===== src/rtl/if_fetch_unit.sv =====
// Instruction-fetch stage: holds the PC, issues one imem read at a time,
// buffers the returned word with its PC and presents it to IF/ID.
//
// Ports:
//   clk, rst           clock; synchronous active-high reset
//   stall              downstream cannot accept; hold presented instruction
//   redirect_valid/pc  one-cycle flush request and its target
//   imem_read/address  read request to instruction memory
//   imem_resp/rdata    one-cycle response with the fetched word
//   valid_out          ir_out/pc_out valid (IF/ID loads on valid_out & ~stall)
//   ir_out, pc_out     buffered instruction and its PC
//   fetch_count        instructions delivered downstream, wraps at 2^32
module if_fetch_unit #(
    parameter logic [31:0] RESET_PC = 32'h0000_0060
) (
    input  logic        clk,
    input  logic        rst,
    input  logic        stall,
    input  logic        redirect_valid,
    input  logic [31:0] redirect_pc,
    output logic        imem_read,
    output logic [31:0] imem_address,
    input  logic        imem_resp,
    input  logic [31:0] imem_rdata,
    output logic        valid_out,
    output logic [31:0] ir_out,
    output logic [31:0] pc_out,
    output logic [31:0] fetch_count
);

    typedef enum logic [1:0] {
        FETCH,
        VALID,
        FLUSH
    } state_t;

    state_t      state;
    state_t      state_n;
    logic [31:0] pc;
    logic [31:0] pc_n;
    logic [31:0] req_addr;
    logic [31:0] req_addr_n;
    logic [31:0] buf_ir;
    logic [31:0] buf_ir_n;
    logic [31:0] buf_pc;
    logic [31:0] buf_pc_n;
    logic [31:0] count;
    logic        count_en;
    logic [31:0] target;

    assign target = {redirect_pc[31:2], 2'b00};

    always_ff @(posedge clk) begin
        if (rst) begin
            state    <= FETCH;
            pc       <= RESET_PC;
            req_addr <= RESET_PC;
            buf_ir   <= '0;
            buf_pc   <= '0;
            count    <= '0;
        end else begin
            state    <= state_n;
            pc       <= pc_n;
            req_addr <= req_addr_n;
            buf_ir   <= buf_ir_n;
            buf_pc   <= buf_pc_n;
            if (count_en) begin
                count <= count + 32'd1;
            end
        end
    end

    always_comb begin
        state_n    = state;
        pc_n       = pc;
        req_addr_n = req_addr;
        buf_ir_n   = buf_ir;
        buf_pc_n   = buf_pc;
        count_en   = 1'b0;
        unique case (state)
            FETCH: begin
                if (redirect_valid) begin
                    pc_n = target;
                    // A response arriving now closes the old request, so
                    // the new one can start at once; otherwise wait it out.
                    if (imem_resp) begin
                        req_addr_n = target;
                    end else begin
                        state_n = FLUSH;
                    end
                end else if (imem_resp) begin
                    buf_ir_n = imem_rdata;
                    buf_pc_n = req_addr;
                    pc_n     = req_addr + 32'd4;
                    state_n  = VALID;
                end
            end
            VALID: begin
                if (redirect_valid) begin
                    pc_n       = target;
                    req_addr_n = target;
                    state_n    = FETCH;
                end else if (!stall) begin
                    count_en   = 1'b1;
                    req_addr_n = pc;
                    state_n    = FETCH;
                end
            end
            FLUSH: begin
                if (redirect_valid) begin
                    pc_n = target;
                end
                if (imem_resp) begin
                    req_addr_n = redirect_valid ? target : pc;
                    state_n    = FETCH;
                end
            end
            default: begin
                state_n = FETCH;
            end
        endcase
    end

    assign imem_read    = !rst && (state == FETCH || state == FLUSH);
    assign imem_address = req_addr;
    assign valid_out    = (state == VALID) && !redirect_valid;
    assign ir_out       = buf_ir;
    assign pc_out       = buf_pc;
    assign fetch_count  = count;

endmodule


===== config.mk =====
export PLATFORM = sky130hd
export DESIGN_NAME = if_fetch_unit
export DESIGN_NICKNAME = d
export VERILOG_FILES = /design/src/rtl/if_fetch_unit.sv
export SDC_FILE = /design/constraint.sdc
export NUM_CORES = 1
export LEC_CHECK = 0
export ABC_AREA = 1
export CAP_MARGIN = 20
export CORE_MARGIN = 5
export CORE_UTILIZATION = 40
export DETAILED_ROUTE_END_ITERATION = 10
export PLACE_DENSITY = 0.67
export SLEW_MARGIN = 5
export SYNTH_ARGS = -nofsm -noshare
export SYNTH_HDL_FRONTEND = slang
export SYNTH_SLANG_ARGS = --single-unit

===== constraint.sdc =====
create_clock -name clk -period 2.33 [get_ports clk]
set_input_delay 0.3495 -clock clk [delete_from_list [all_inputs] [get_ports clk]]
set_output_delay 0.3495 -clock clk [all_outputs]
set_load 0.03 [all_outputs]

# After elaboration in Yosys (flattened, before gate mapping)
# Cells that the tools add are included.
# totals
register_bits	162
in_bits	69
out_inout_bits	130
# classes
addsub	2
mux	20
n_reduce_logical	13
eq_ne	8
bitwise	1
# op_table
operator	n
32-bit 2-to-1 mux	8
32-bit one-hot mux with 3 select lines	1
32-bit one-hot mux with 2 select lines	1
32-bit by 1-bit adder with 32-bit output, second input constant	1
32-bit by 3-bit adder with 32-bit output, second input constant	1
2-bit 2-to-1 mux	6
3-bit != test, second input constant	3
2-bit != test, second input constant	3
2-bit one-hot mux with 3 select lines	1
5-bit AND reduction	1
4-bit AND reduction	1
1-bit 2-to-1 mux	3
3-bit AND reduction	1
3-bit nonzero test	1
2-bit by 1-bit equality test with 1-bit output, second input constant	1
2-bit equality test, second input constant	1
1-bit logical AND	2
1-bit zero test	2
2-bit zero test	1
2-bit AND reduction	1
2-bit nonzero test	1
2-bit OR reduction	1
1-bit logical OR	1
1-bit inverter	1

# Depth between registers and ports, before layout
# Gate-level depths: netlist (run 1).
# logic_depth
depth_word	4
ltp_mapped	12

# Worst setup path after synthesis (run 1)
# No wires, ideal clock.
# synth_path
path_kind	reg-to-reg
startpoint	register state[1]
endpoint	register req_addr[27] (netlist: imem_address[27])
path_slack_ps	503
n_path_buf	1
setup_time_ps	133
t_arrival_ps	1695
path_stages_with_launch	11
required_ps	2197
cell_sequence	dfxtp_1 > inv_1 > ha_1 > inv_1 > nor2_1 > nand2_1 > nand2_1 > inv_2 > buf_2 > o21ai_0 > a21oi_1
# synth_via
elab_chain_cells	3
word_cells_on_any_way	10
cone_classes	eq/ne (6); mux (1); reduce/logical (3)
# synth_lines
element	line	text
start, declared	37	state_t state;
start signal, assigned	62	state <= state_n;
2-bit by 1-bit equality test with 1-bit output, or another cell as far along	80	unique case (state)
3-bit != test (no source line), or another cell as far along	-	
5-bit AND reduction (no source line)	-	
end signal, assigned	64	req_addr <= req_addr_n;
end, declared	41	logic [31:0] req_addr;
# Parallel ways exist; a longest one is shown, timed or not.
# A chain may end at the register's enable or synchronous reset.

# Worst setup path in the final report (run 1)
# layout_path
startpoint	register state[0]
endpoint	output port imem_read
# layout_via
elab_chain_cells	3
word_cells_on_any_way	4
cone_classes	eq/ne (1); reduce/logical (3)
# layout_lines
element	line	text
2-bit equality test / 2-bit zero test (equally long branches)	124	assign imem_read = !rst && (state == FETCH || state == FLUSH);
1-bit logical OR *	124	
1-bit logical AND *	124	
end, declared	21	output logic imem_read,
# Every way passes the cells marked *; elsewhere a longest branch is shown, timed or not.

==> results of run 1 <==
-- tightest hold or removal path, cell delays in order --
cell and delay, ns:
buf_2 0.21, nand3_1 0.12, a21oi_1 0.06
-- how the worst max path moves through the flow --
stage                    from          endpoint  slack, ns  depth (start not counted)
2_1_floorplan        state[1]  imem_address[27]       0.50                         10
3_3_place_gp   redirect_valid   imem_address[0]       0.18                          9
3_5_place_dp   redirect_valid  imem_address[27]       0.14                          9
4_1_cts              state[0]         imem_read       0.09                          5
5_1_grt              state[1]         imem_read       0.01                          5
6_report             state[0]         imem_read       0.09                          5
-- power by group through the flow --
stage          Clock (W)  Sequential, W  Combinational (W)
5_1_grt          0.00308        0.00395            0.00417
3_3_place_gp           0        0.00390            0.00372
6_report         0.00289        0.00386            0.00376
2_1_floorplan          0        0.00429            0.00192
3_5_place_dp           0        0.00391            0.00376
4_1_cts          0.00296        0.00386            0.00378
-- placed cells by master, fill, tap and decap left out, types with 3 or more instances in the layout --
master	count
nand2_1	379
a21oi_1	195
clkdlybuf4s50_1	192
dfxtp_1	162
nor2_1	104
nand3_1	100
o21ai_0	84
inv_1	65
buf_4	20
clkbuf_16	17
nor3_1	14
a31oi_1	11
nor2_2	10
nor2_4	8
buf_12	8
nand2_2	7
inv_2	7
nand3b_1	6
ha_1	6
nand4_1	5
xor2_1	5
o21ai_1	5
inv_6	4
nor3_2	3
clkinvlp_4	3
-- flip-flops by register name, indices dropped and copies added, names as in the netlist --
name	count
fetch_count	32
pc	32
imem_address	32
ir_out	32
state	2
pc_out	32
-- routing by layer --
layer / part of all wire [%] / vias to the layer above
li1: - / 4548
met1: 46 / 3958
met2: 46 / 210
met3: 6.4 / 29
met4: 1.4 / 2
met5: 0.051 / -
-- cell families (layout without fill, tap and decap cells) --
kind of cell,count (synthesis),count (layout),synth area share (%)
compound gates,307,307,18.88
flops,162,162,38.72
other cells,0,1,0
fa+ha+maj,6,6,0.8963
xor+xnor,6,6,0.6274
simple gates,650,650,33.79
buf+inv,144,327,7.081
-- cell type report --
type | instances | area [sq um] | area share (%)
clock buffer | 20 | 456.7 | 4.055
multi-input combinational | 969 | 4549 | 40.39
tap | 275 | 344.1 | 3.055
sequential | 162 | 3243 | 28.79
clock inverter | 12 | 146.4 | 1.300
inverter | 72 | 270.3 | 2.399
timing repair buffer | 223 | 2251 | 19.98
antenna | 1 | 2.502 | 0.02222
-- per-stage QoR --
step	power, W	setup slack [ns]	hold slack [ns]	instances	cell area [sq um]
2_1_floorplan	0.006213	0.5025	0.4408	1275	8376
3_3_place_gp	0.007620	0.1809	0.4469	1701	10660
3_5_place_dp	0.007674	0.1386	0.4523	1701	10660
4_1_cts	0.01060	0.08697	0.3525	1733	11260
5_1_grt	0.01120	0.01469	0.3794	1733	11260
6_report	0.01052	0.09166	0.3665	1734	11260
==> summary.txt, run 1 <==
fin util - 54.09%
GRT Util Overall - 21.11%
Critical Path RT - 1.98 ns
worst-margin pin slew - 0.6844 ns
Seq pwr share - 36.7%
die area - 23930 sq um
Worst path most repeated cell - inv_1
number of synthesized register bits - 162
Synth Flop Type - dfxtp_1
# rows - 53
CTS Hold Buffers Added - 0
status - finished clean
Yosys cell types - 43
Post-synth EDFFs - 0
part of the power in the clock network - 27.5%
Max-cap violations - 0
Synth top area share - 38.72%
die width - 154.7 um
clk slew on worst S/H paths - 0.07 ns
syn nets - 1350
Sink Count - 162
CP Buf/Inv Count - 3
critical path fanouts, max - 4
Final Hold Vio Count - 0
Max Slew Vio Count - 0
initial antenna violation count - 2
first-pass GRT wire length - 42030 um
layout cells sized above 1 - 7.202%
Arrival @ worst endpoint - 1.89 ns
Port Buffer Count - 196
type of destination of the critical path - output port
drt wl/cell - 14.76 um
Switching Power - 0.004134 W
GRT busiest layer - met2
M3 GR Usage - 5.876%
Max Freq - 0.4468 GHz
PwrDens - 933.8 nW/um^2
fillers - 2038
count leader, synth - nand2_1
DRC violations left - 0
area leader, netlist - dfxtp_1
CTS tree - built
Seq/Total Area, Yosys - 38.72%
CTS H-tree depth - 4
Chip Height - 154.7 um
met2 usage - 34.98%
CP max-delay cell - dlygate4sd2_1
Sw Share - 39.30%
Setup CP Type - flop to output port
flop-to-flop setup slack - 0.40 ns
internal cell power - 0.006384 W
Iter 0 DRT Violations - 511
DR pass1 iterations - 5
YS warnings - 0
CP max stage delay - 0.44 ns
final setup TNS - 0 ns
Netlist Area Pre-Place - 8376 sq um
grt total ovfl - 0
number of cells on the worst hold path - 3
CTS Buffer Depth - 2
RSZ-0062 raised after global routing - false
core box area - 20820 sq um
Final period util - 96.07%
Synth area leaders - dfxtp_1, nand2_1, a21oi_1, nand3_1, o21ai_0
Fin Clk Skew - 0.01413 ns
Logic pwr share - 35.8%
hold path startpoint - imem_resp
DP HPWL - 18160 um
Initial Util - 40.22%
CP cell instances - inv_1 > ha_1 > inv_1 > a21oi_1 > dlygate4sd2_1
count of cells resized by post-cts repair - 1
vias in the first global route - 8302
Reg2Reg Depth - 7
Worst-Skew Late Latency - 0.43 ns
largest delay contributor family on the critical path - buffers and inverters
Final GP Congestion - 0.8599
Post-Route WL - 25590 um
CTS Buf Count - 17
Final Net Count - 1520
Lkg Pwr - 4.161 nW
VDD IR-drop max - 0.5600 mV
Antenna Violating Nets Remaining - 0
Worst setup SP type - flop
min Tclk post-route - 2.238 ns
Root Driver - clkbuf_16
pin count of the biggest net entering global routing - 60
worst reg2reg endpoint - pc[27]
via count - 8747
Syn-to-layout area delta - 34.48%
asr flop ratio synth - 0%
met1 Use GR - 27.52%
Syn Inst Count - 1275
final setup fails - 0
Ports - 199
Hold Crit Class - input port to flop
syn_area_per_cell - 6.569 sq um
Relative slew margins - 54.38%
RR Startpoint - state[0]
synth cell count leaders - nand2_1, a21oi_1, dfxtp_1
Post-CTS Setup Inserts - 0
Worst Hold End - pc_out[2]
vias per cell - 5.044
Power figures use the tool's default switching activity.
==> run 2, diff against run 1 <==
CTS_CLUSTER_SIZE = 14   (was default)
==> results of run 2 <==
No change in the layout: final DEF, timing and power equal those of run 1.
==> run 3, diff against run 2 <==
ABC_AREA = 0   (was 1)
HOLD_SLACK_MARGIN = 0.1   (was default)
PLACE_DENSITY = 0.69   (was 0.67)
SETUP_SLACK_MARGIN = 0.15   (was default)
==> summary.txt, run 3 <==
flop-to-flop setup slack - 0.23 ns (-0.17 ns)
worst reg2reg endpoint - pc[31]
core box area - 17420 sq um (-16%)
min Tclk post-route - 2.097 ns (-0.1415 ns)
fillers - 1605 (-21%)
Final GP Congestion - 0.8671 (+0.84%)
die width - 143.6 um (-7.2%)
asr flop ratio synth - 0% (unchanged)
via count - 7246 (-17%)
Syn-to-layout area delta - 45.31%
Fin Clk Skew - 0.009230 ns (-0.004905 ns)
Ports - 199 (unchanged)
commonest non-fill, non-tap cell in the layout - nand2_1
Max-cap violations - 0 (unchanged)
count leader, synth - nand2_1
Post-Route WL - 22100 um (-14%)
first-pass GRT wire length - 35670 um (-15%)
most frequent cells in the layout - nand2_1, clkdlybuf4s50_1, dfxtp_1
number of synthesized register bits - 162 (unchanged)
VDD IR-drop max - 0.6145 mV (+9.7%)
Arrival @ worst endpoint - 2.46 ns (+0.57 ns)
Yosys cell types - 56 (+30%)
CTS Buffer Depth - 2 (unchanged)
synth cell count leaders - nand2_1, dfxtp_1, nor2_1
Hold Crit Class - input port to flop
GRT Util Overall - 21.55% (+0.44 points)
pin count of the biggest net entering global routing - 116 (+93%)
CTS H-tree depth - 4 (unchanged)
Seq/Total Area, Yosys - 45.43% (+6.7 points)
vias in the first global route - 6861 (-17%)
CTS tree - built
worst-margin pin slew - 0.5605 ns (-0.1239 ns)
type of destination of the critical path - flop
# rows - 48 (-9.4%)
RSZ-0062 raised after global routing - true
Antenna Violating Nets Remaining - 0 (unchanged)
final setup fails - 0 (unchanged)
Reg2Reg Depth - 5 (-2)
Placed Cells - 1335 (-22%)
Relative slew margins - 62.64% (+8.3 points)
layout cells sized above 1 - 11.72% (+4.5 points)
RR Startpoint - imem_address[12]
CTS Hold Buffers Added - 0 (unchanged)
critical path fanouts, max - 4 (unchanged)
syn nets - 987 (-27%)
fin util - 59.55% (+5.5 points)
Worst setup SP type - flop
Synth area leaders - dfxtp_1, nand2_1, a21oi_1, nor2_1, xor2_1
DRC violations left - 0 (unchanged)
drt wl/cell - 16.15 um (+9.4%)
initial antenna violation count - 1 (-1)
Sink Count - 162 (unchanged)
status - finished clean
DP HPWL - 15320 um (-16%)
Iter 0 DRT Violations - 417 (-18%)
area of the multi-input gates - 3660 sq um (-20%)
DR pass1 iterations - 5 (unchanged)
Synth Flop Type - dfxtp_1
Lkg Pwr - 3.702 nW (-11%)
Root Driver - clkbuf_16
Final period util - 89.99% (-6.1 points)
area leader, netlist - dfxtp_1
hold path startpoint - rst
Port Buffer Count - 196 (unchanged)
vias per cell - 5.297 (+5.0%)
Synth top area share - 45.43% (+6.7 points)
Setup CP Type - flop to flop
Netlist Area Pre-Place - 7138 sq um (-15%)
Chip Height - 143.6 um (-7.2%)
hold slack - 0.4400 ns (+0.07348 ns)
clk slew on worst S/H paths - 0.06 ns (about the same)
die area - 20620 sq um (-14%)
YS warnings - 0 (unchanged)
# diodes - 0 (-1)
Max Slew Vio Count - 0 (unchanged)
Syn Inst Count - 912 (-28%)
Sequential Area - 3266 sq um (+0.69%)
Post-synth EDFFs - 0 (unchanged)
Max Freq - 0.4769 GHz (+6.7%)
Critical Path RT - 2.69 ns (+0.71 ns)
CTS Buf Count - 17 (unchanged)
PwrDens - 764.9 nW/um^2 (-18%)
Worst Hold End - pc[0]
grt total ovfl - 0 (unchanged)
syn_area_per_cell - 7.827 sq um (+19%)
Initial Util - 40.98% (+0.76 points)
number of cells on the worst hold path - 3 (unchanged)
Worst-Skew Late Latency - 0.43 ns (about the same)
Final Hold Vio Count - 0 (unchanged)
final cell count without fillers - 1368 (-21%)
Final Net Count - 1205 (-21%)
run 3: worst max-delay path: stages (launching register included):
cell and delay [ns]:
dfxtp_1 0.33, nand4_1 0.22, or4_1 0.64, or4_1 0.55
xor2_1 0.17, a21oi_1 0.13
run 3: layout make-up:
cell class,count,area share [%]
Clock buffer,20,4.403
Clock inverter,12,1.713
Inverter,12,0.4343
Multi-Input combinational cell,677,35.28
Sequential cell,162,31.48
Tap cell,225,2.714
Timing Repair Buffer,260,23.97
run 3: metrics by stage:
stage | cell area [sq um] | TNS (ns) | power (W) | setup WS [ns]
floorplan | 7167 | 0 | 0.004165 | 0.08101
global route | 10370 | 0 | 0.008285 | 0.1449
CTS | 10340 | 0 | 0.007979 | 0.1801
detailed placement | 9708 | -0.009012 | 0.004958 | -0.009012
global placement | 9708 | 0 | 0.004933 | 0.02858
finish | 10370 | 0 | 0.007934 | 0.2332
run 3: worst max path at each step:
stage,startpoint,to,slack [ns],cells after the start
2_1_floorplan,imem_address[2],pc[20],0.08,7
3_3_place_gp,stall,fetch_count[31],0.03,6
3_5_place_dp,stall,fetch_count[31],-0.009,6
4_1_cts,imem_address[2],pc[20],0.18,6
5_1_grt,state[0],imem_address[5],0.14,7
6_report,imem_address[12],pc[31],0.23,5
run 3: what timing repair did:
action                                  CTS  global route
endpoints found under the setup margin    4            37
resized for setup                         2             4
pin swaps                                 0             1
buffers inserted                          0             1
run 3: kinds of logic after synthesis:
| logic type | share of synthesized area, % |
|---|---|
| flops | 45.43 |
| compound gates | 18.02 |
| simple gates | 25.82 |
| mux | 0.7537 |
| xor+xnor | 5.031 |
| buf+inv | 3.891 |
| fa+ha+maj | 1.052 |
run 3: layer usage:
metal | up-vias | routed length (um) | global-route usage (%)
met1 | 3391 | 9679 | 27.44
met2 | 207 | 10490 | 35.84
met5 | - | 13 | 0
li1 | 3616 | - | -
met4 | 2 | 420 | 7.086
met3 | 30 | 1493 | 5.424
run 3: where the power goes:
part           internal [W]  switching, W  total (W)
Combinational      0.000735       0.00101    0.00175
Clock               0.00186       0.00117    0.00303
Sequential          0.00299      0.000164    0.00316
